$ cat config.mk
export PLATFORM = sky130hd
export DESIGN_NAME = if_id_queue_flat
export DESIGN_NICKNAME = d
export VERILOG_FILES = /design/src/rtl/if_id_queue_if.sv /design/src/rtl/if_id_queue.sv /design/src/flat_wrapper.sv
export SDC_FILE = /design/constraint.sdc
export NUM_CORES = 1
export LEC_CHECK = 0
export ABC_AREA = 1
export CAP_MARGIN = 20
export CORE_ASPECT_RATIO = 2
export CORE_MARGIN = 2
export CORE_UTILIZATION = 55
export CTS_CLUSTER_SIZE = 8
export DETAILED_ROUTE_END_ITERATION = 8
export GPL_TIMING_DRIVEN = 0
export PLACE_DENSITY_LB_ADDON = 0.2
export SLEW_MARGIN = 20
export SYNTH_ARGS = -nofsm -noshare
export SYNTH_HDL_FRONTEND = slang
export SYNTH_SLANG_ARGS = --single-unit
$ cat constraint.sdc
create_clock -name clk -period 5.15 [get_ports clk]
set_clock_uncertainty 0.2 [all_clocks]
set_input_delay 0.7725 -clock clk [delete_from_list [all_inputs] [get_ports clk]]
set_output_delay 0.7725 -clock clk [all_outputs]
set_load 0.01 [all_outputs]
$ cat src/rtl/if_id_queue_if.sv
// Handshake bundle for one side of the IF/ID instruction queue:
// valid/ready plus the instruction word and its PC.
interface if_id_queue_if #(
  parameter int DATA_W = 32,
  parameter int PC_W   = 32
);
  logic              valid;
  logic              ready;
  logic [DATA_W-1:0] instr;
  logic [PC_W-1:0]   pc;

  modport master (output valid, output instr, output pc, input  ready);
  modport slave  (input  valid, input  instr, input  pc, output ready);
endinterface

$ cat src/rtl/if_id_queue.sv
// DEPTH-entry circular instruction queue between IF and ID with valid/ready
// on both sides, synchronous flush, and a NOP presented whenever empty.
module if_id_queue #(
  parameter int                DATA_W   = 32,
  parameter int                PC_W     = 32,
  parameter int                DEPTH    = 4,
  parameter logic [DATA_W-1:0] NOP_WORD = '0,
  localparam int               LEVEL_W  = $clog2(DEPTH + 1)
) (
  input  logic               clk,
  input  logic               rst_n,
  input  logic               flush,
  if_id_queue_if.slave       in_bus,
  if_id_queue_if.master      out_bus,
  output logic [LEVEL_W-1:0] level
);
  localparam int                 PTR_W      = $clog2(DEPTH);
  localparam logic [PTR_W-1:0]   PTR_LAST   = PTR_W'(DEPTH - 1);
  localparam logic [LEVEL_W-1:0] LEVEL_FULL = LEVEL_W'(DEPTH);

  logic [DATA_W-1:0] instr_mem [DEPTH];
  logic [PC_W-1:0]   pc_mem    [DEPTH];
  logic [PTR_W-1:0]  rd_ptr;
  logic [PTR_W-1:0]  wr_ptr;
  logic              not_full;
  logic              not_empty;
  logic              push;
  logic              pop;

  // Explicit wrap so non-power-of-2 depths stay inside 0..DEPTH-1.
  function automatic logic [PTR_W-1:0] ptr_inc(input logic [PTR_W-1:0] p);
    return (p == PTR_LAST) ? '0 : p + 1'b1;
  endfunction

  assign not_full  = (level < LEVEL_FULL);
  assign not_empty = (level != '0);
  assign push      = in_bus.valid & not_full;
  assign pop       = not_empty & out_bus.ready;

  // in_ready comes from registered occupancy only, never from out_ready.
  assign in_bus.ready  = not_full;
  assign out_bus.valid = not_empty;
  assign out_bus.instr = not_empty ? instr_mem[rd_ptr] : NOP_WORD;
  assign out_bus.pc    = not_empty ? pc_mem[rd_ptr]    : '0;

  always_ff @(posedge clk) begin
    if (push && !flush) begin
      instr_mem[wr_ptr] <= in_bus.instr;
      pc_mem[wr_ptr]    <= in_bus.pc;
    end
  end

  always_ff @(posedge clk or negedge rst_n) begin
    if (!rst_n) begin
      rd_ptr <= '0;
      wr_ptr <= '0;
      level  <= '0;
    end else if (flush) begin
      rd_ptr <= '0;
      wr_ptr <= '0;
      level  <= '0;
    end else begin
      if (push) wr_ptr <= ptr_inc(wr_ptr);
      if (pop)  rd_ptr <= ptr_inc(rd_ptr);
      if (push && !pop)      level <= level + 1'b1;
      else if (pop && !push) level <= level - 1'b1;
    end
  end
endmodule

$ cat src/flat_wrapper.sv
// flat-port wrapper written by rule: the top's interface ports become plain ports
module if_id_queue_flat 
#(
  parameter int                DATA_W   = 32,
  parameter int                PC_W     = 32,
  parameter int                DEPTH    = 4,
  parameter logic [DATA_W-1:0] NOP_WORD = '0,
  localparam int               LEVEL_W  = $clog2(DEPTH + 1)
)
  (clk, rst_n, flush, level, in_bus_valid, in_bus_instr, in_bus_pc, in_bus_ready, out_bus_valid, out_bus_instr, out_bus_pc, out_bus_ready);
  if_id_queue_if #(.DATA_W(DATA_W), .PC_W(PC_W)) in_bus_i ();
  if_id_queue_if #(.DATA_W(DATA_W), .PC_W(PC_W)) out_bus_i ();
  input  logic clk;
  input  logic rst_n;
  input  logic flush;
  output logic [LEVEL_W-1:0] level;
  input wire logic [$bits(in_bus_i.valid)-1:0] in_bus_valid;
  input wire logic [$bits(in_bus_i.instr)-1:0] in_bus_instr;
  input wire logic [$bits(in_bus_i.pc)-1:0] in_bus_pc;
  output wire logic [$bits(in_bus_i.ready)-1:0] in_bus_ready;
  output wire logic [$bits(out_bus_i.valid)-1:0] out_bus_valid;
  output wire logic [$bits(out_bus_i.instr)-1:0] out_bus_instr;
  output wire logic [$bits(out_bus_i.pc)-1:0] out_bus_pc;
  input wire logic [$bits(out_bus_i.ready)-1:0] out_bus_ready;
  assign in_bus_i.valid = in_bus_valid;
  assign in_bus_i.instr = in_bus_instr;
  assign in_bus_i.pc = in_bus_pc;
  assign in_bus_ready = in_bus_i.ready;
  assign out_bus_valid = out_bus_i.valid;
  assign out_bus_instr = out_bus_i.instr;
  assign out_bus_pc = out_bus_i.pc;
  assign out_bus_i.ready = out_bus_ready;
  if_id_queue #(.DATA_W(DATA_W), .PC_W(PC_W), .DEPTH(DEPTH), .NOP_WORD(NOP_WORD)) u_core (.clk(clk), .rst_n(rst_n), .flush(flush), .in_bus(in_bus_i), .out_bus(out_bus_i), .level(level));
endmodule
### Word-level counts from Yosys, hierarchy flattened

Memory sizes are Yosys's and may differ from the RTL's.
Cells that the tools add are included.

* memory bits (writable): 256
* memories: 2
* input bits: 69
* logic and storage cells: 37
* output and inout port bits: 69
* bits in registers: 7

Memories
* u_core.instr_mem: words 4, width 32, rd ports 1, clocked after Yosys merged registers in 0, write ports 1, line if_id_queue.sv:21 `logic [DATA_W-1:0] instr_mem [DEPTH];`
* u_core.pc_mem: words 4, width 32, rd ports 1, clocked after Yosys merged registers in 0, write ports 1, line if_id_queue.sv:22 `logic [PC_W-1:0] pc_mem [DEPTH];`

* bitwise operators: 2
* reduce and logical (&&, ||, !) cells: 10
* mux-type cells: 13
* order comparisons: 1
* add/subtract/negate cells: 4
* equal/unequal tests: 2

Operators by type and width (number)
* 32-bit 2-to-1 mux: 2
* 2-bit 2-to-1 mux: 6
* 3-bit 2-to-1 mux: 3
* 3-bit nonzero test: 2
* 2-bit by 1-bit adder with 2-bit output, second input constant: 2
* 2-bit equality test, second input constant: 2
* 2-bit nonzero test: 2
* 3-bit by 1-bit adder with 3-bit output, second input constant: 1
* 1-bit logical AND: 3
* 1-bit zero test: 3
* 3-bit less-than comparator, second input constant: 1
* 3-bit by 1-bit subtractor with 3-bit output, second input constant: 1
* 1-bit bitwise AND: 2
* 1-bit 2-to-1 mux: 2

### Depth between registers and ports, before layout

* depth after elaboration: 7
* depth in mapped cells: 9
* gate-level depth less buffers: 9

### Least setup slack after synthesis

OpenSTA, ideal clock, no wires.

* path kind: input to register
* start point: input in_bus_valid
* end point: memory u_core.instr_mem[0][0] (enable)
* cell stages on the path: 4
* arrival time: 3720 ps
* setup time: 486 ps
* path buffers: 0
* slack: 744 ps
* cells stage by stage: nand2_1 inv_1 nand2_1 nor2_1

* word-level cells in the longest chain between the ends: 4

Ends and longest elaborated chain
* from (decl): line flat_wrapper.sv:17 `input wire logic [$bits(in_bus_i.valid)-1:0] in_bus_valid;`
* 1-bit bitwise AND: line if_id_queue.sv:37 `assign push = in_bus.valid & not_full;`
* 1-bit logical AND: line if_id_queue.sv:47 `if (push && !flush) begin`
* 1-bit 2-to-1 mux: line if_id_queue.sv:47
* 1-bit 2-to-1 mux (implied by the code): line if_id_queue.sv:48 `instr_mem[wr_ptr] <= in_bus.instr;`
* to (decl): line if_id_queue.sv:21

No other way between the ends.

### Final worst setup path

* start point: register u_core.rd_ptr[0]
* end point: output out_bus_instr[5]

* word-level cells in the longest chain between the ends: 2

Ends and longest elaborated chain
* from (decl): line if_id_queue.sv:23 `logic [PTR_W-1:0] rd_ptr;`
* from (signal assigned): line if_id_queue.sv:64 `if (pop) rd_ptr <= ptr_inc(rd_ptr);`
* memory read 4 x 32 bit
* 32-bit 2-to-1 mux: line if_id_queue.sv:43 `assign out_bus.instr = not_empty ? instr_mem[rd_ptr] : NOP_WORD;`
* to (decl): line flat_wrapper.sv:22 `output wire logic [$bits(out_bus_i.instr)-1:0] out_bus_instr;`

No other way between the ends.

==> parameters.txt <==
Parameter                              Value

Clocking
  Post-CTS Resized ... 0
  Number of buffers created by CTS ... 38
  CTS H-tree depth ... 2
  CTS tree ... yes
  Worst-Skew Late Latency ... 490 ps
  Clock slew at the register clock pins of the worst setup and hold paths ... 50 ps
  Count of clock tree sinks ... 263
  Post-CTS setup repair buffer count ... 0
  CTS Hold Bufs ... 0
  Bufs on Longest Clock Path ... 3
  Root buffer selected by CTS ... clkbuf_16

Timing
  Final Slew Violations ... 0
  Summed negative setup slack over all endpoints ... 0 ps
  Headroom to the max-slew limit ... 60.1%
  Final worst path period share ... 71.7%
  Endpoints failing setup ... 0
  Fin crit period ... 3690 ps
  Setup repair after global routing missed its margin ... no
  Pin slew with the least headroom to its limit ... 597 ps
  Maximum operating frequency ... 0.271 GHz
  Number of hold violations in the final report ... 0

Finish
  Synth-to-Final Area Change ... 28.9%
  Share of layout cells above drive strength 1 ... 7.72%
  Final-stage net count ... 1079
  Number of inserted filler cells in the final layout ... 1214
  Diode count ... 0
  Final core utilization ... 72.7%
  Post-layout instance area ... 13300 µm²
  Number of standard cells in the layout, taps in and fillers out ... 1227

Synth
  Avg Synthesized Cell Area ... 12.7 µm²
  Count of cell types in the netlist ... 20
  Cell types occupying the most area after synthesis ... edfxtp_1 (75%), nor2_1 (9.5%), o21ai_0 (6.3%)
  Synth Cell Area ... 10300 µm²
  Seq/Total Area, Yosys ... 76.2%
  Cell count after synthesis ... 815
  Synthesis-stage register bit count ... 263
  Leading area contributor after synthesis ... edfxtp_1
  Syn Nets ... 890
  Number of warnings reported in the yosys synthesis log ... 0
  Fraction of post-synthesis cell area in the top cell type by area ... 74.5%

Critical path
  Endpoint of the worst-slack reg-to-reg timing path ... u_core.pc_mem[3][16]$_DFFE_PP_
  Worst Path Arrival ... 2720 ps
  Kind of start point of the critical path ... flip-flop
  Required arrival time at the worst endpoint ... 4180 ps
  Worst path cell trace ... inv_2 > buf_4 > clkbuf_1 > o21ai_0 > a21oi_1 > clkdlybuf4s50_1
  Worst r2r src ... u_core.level[2]$_DFFE_PN0P_
  Crit path buf inv count ... 4
  Reg-to-reg slack, setup ... 2510 ps
  Worst setup path category ... flip-flop to output port
  Element type at the critical path end ... output port
  Reg2reg path depth ... 8
  Crit path largest cell delay ... 590 ps
  Crit-path leading delay family ... buffers and inverters
  Peak fanout along the critical path ... 10
  Slowest stage cell on the critical path ... clkdlybuf4s50_1

Drt
  DRT iter0 DRCs ... 475
  DRT Wirelength ... 23300 µm
  Count of vias placed by the detailed router ... 6859
  Average via count per standard cell ... 5.59
  Total iterations of the first detailed-routing run ... 5
  Routed Antenna Nets ... 0
  Post-route DRC violation count ... 0
  Avg WL per Cell ... 19.0 µm

Floorplan
  Die outline width ... 101 µm
  Die Area ... 19900 µm²
  Die H ... 198 µm
  Number of placed I/O pins ... 138
  Core box area ... 18300 µm²
  Initial Utilization ... 56.4%
  Standard-cell rows ... 70

Place
  Number of placed cells counting well taps ... 1180
  Cell area reported after detailed placement ... 12300 µm²
  Count of input and output buffers ... 137
  Post-detailed-placement half-perimeter wirelength ... 15300 µm
  Final RePlAce weighted congestion ... 0.770

Outcome
  Status ... complete, no violations

Global routing
  Number of antenna violations at the first check in global routing ... 0
  Wire length of the first global-routing pass ... 35300 µm
  GR Util All Layers ... 23.5%
  Via count of the first global-routing pass ... 6840
  Maximum number of pins on one net before global-route repair ... 23
  Total grt overflow ... 0

Pwr
  IR drop worst, VDD ... 0.000369 V
  Static leakage ... 4.58 nW
  Overall power after layout ... 0.00752 W
  Cell Pwr Density ... 566 nW/µm²

Run
  Max Cap Viol ... 0

Hold path
  HP Class ... input pin to asynchronous set/reset pin
[cell usage in the layout (no fill, tap or decap)]
cell type and n:
nor2_1 258, edfxtp_1 256, clkdlybuf4s50_1 137, o21ai_0 130, a21oi_1 65, clkbuf_16 39
clkbuf_1 28, nand2_1 14, buf_4 14, inv_1 13, buf_16 8, buf_1 7
dfrtp_1 7, nand3_1 6, buf_2 5, ha_1 5, nor2_4 4, buf_12 4
o21ai_1 3, inv_2 2, clkbuf_2 1, nor3_1 1, o22ai_1 1, nand3b_1 1
fa_1 1, inv_6 1
[worst reg2reg max path: cells and delay by family (launching register included)]
family,cells,cell delay (ps)
buf+inv,5,900
simple gates,3,780
flops,1,420
[metrics by stage]
stage          worst slack [ps]  hold WS (ps)
2_1_floorplan               744           277
3_3_place_gp              -1990           392
3_5_place_dp               1820           393
4_1_cts                    1460           345
5_1_grt                    1380           357
6_report                   1460           343
[final cells by class]
| type | count | area [µm²] | share of cell area, % |
|---|---|---|---|
| Buffer | 48 | 240 | 1.81 |
| Clock buffer | 46 | 1000 | 7.54 |
| Clock inverter | 1 | 8.76 | 0.0659 |
| Inverter | 15 | 56.3 | 0.423 |
| Multi-Input combinational cell | 489 | 2190 | 16.5 |
| Sequential cell | 263 | 7860 | 59.1 |
| Tap cell | 216 | 270 | 2.03 |
| Timing Repair Buffer | 149 | 1670 | 12.6 |
[registers in the layout, summed over array words and instances (netlist names)]
signal            cells
u_core.instr_mem    128
u_core.level          3
u_core.pc_mem       128
u_core.rd_ptr         2
u_core.wr_ptr         2
[synthesized netlist by cell type]
cell type,n
clkbuf_2,1
inv_2,2
o21ai_1,3
nand3b_1,1
ha_1,5
nor2_1,262
edfxtp_1,256
a21oi_1,65
inv_1,13
nand2_1,14
fa_1,1
o22ai_1,1
buf_4,14
nand3_1,6
buf_2,5
dfrtp_1,7
buf_1,7
clkbuf_1,21
o21ai_0,130
nor3_1,1
[worst max-delay path by stage]
| stage | start | endpoint | slack, ps | depth (start not counted) |
|---|---|---|---|---|
| floorplan | in_bus_valid | u_core.instr_mem[0][0]$_DFFE_PP_ | 740 | 4 |
| global placement | flush | u_core.pc_mem[3][15]$_DFFE_PP_ | -1990 | 4 |
| detailed placement | flush | u_core.pc_mem[3][15]$_DFFE_PP_ | 1820 | 7 |
| CTS | u_core.rd_ptr[0]$_DFFE_PN0P_ | out_bus_instr[5] | 1460 | 6 |
| global route | u_core.rd_ptr[0]$_DFFE_PN0P_ | out_bus_instr[8] | 1380 | 6 |
| finish | u_core.rd_ptr[0]$_DFFE_PN0P_ | out_bus_instr[5] | 1460 | 6 |
[layer usage]
metal | wire, µm | vias to the layer above | share of wire [%] | global-route usage, %
met5 | 0 | - | 0 | 0
met2 | 12600 | 275 | 54 | 42.4
li1 | - | 3257 | - | -
met3 | 1570 | 66 | 6.7 | 4.59
met1 | 8250 | 3261 | 35 | 26.5
met4 | 822 | 0 | 3.5 | 10.1
[power by group]
part | switching, W | internal, W | leakage [nW]
Clock | 0.000786 | 0.00134 | 0.493
Combinational | 0.00162 | 0.00122 | 1.67
Sequential | 0.0000423 | 0.00251 | 2.41
Total | 0.00245 | 0.00507 | 4.58
[kinds of logic after synthesis]
logic type      share of synthesized area (%)
simple gates                             10.5
fa+ha+maj                               0.800
buf+inv                                  2.87
compound gates                           9.67
flops                                    76.2
No activity file was read; power rests on OpenSTA's default activity.
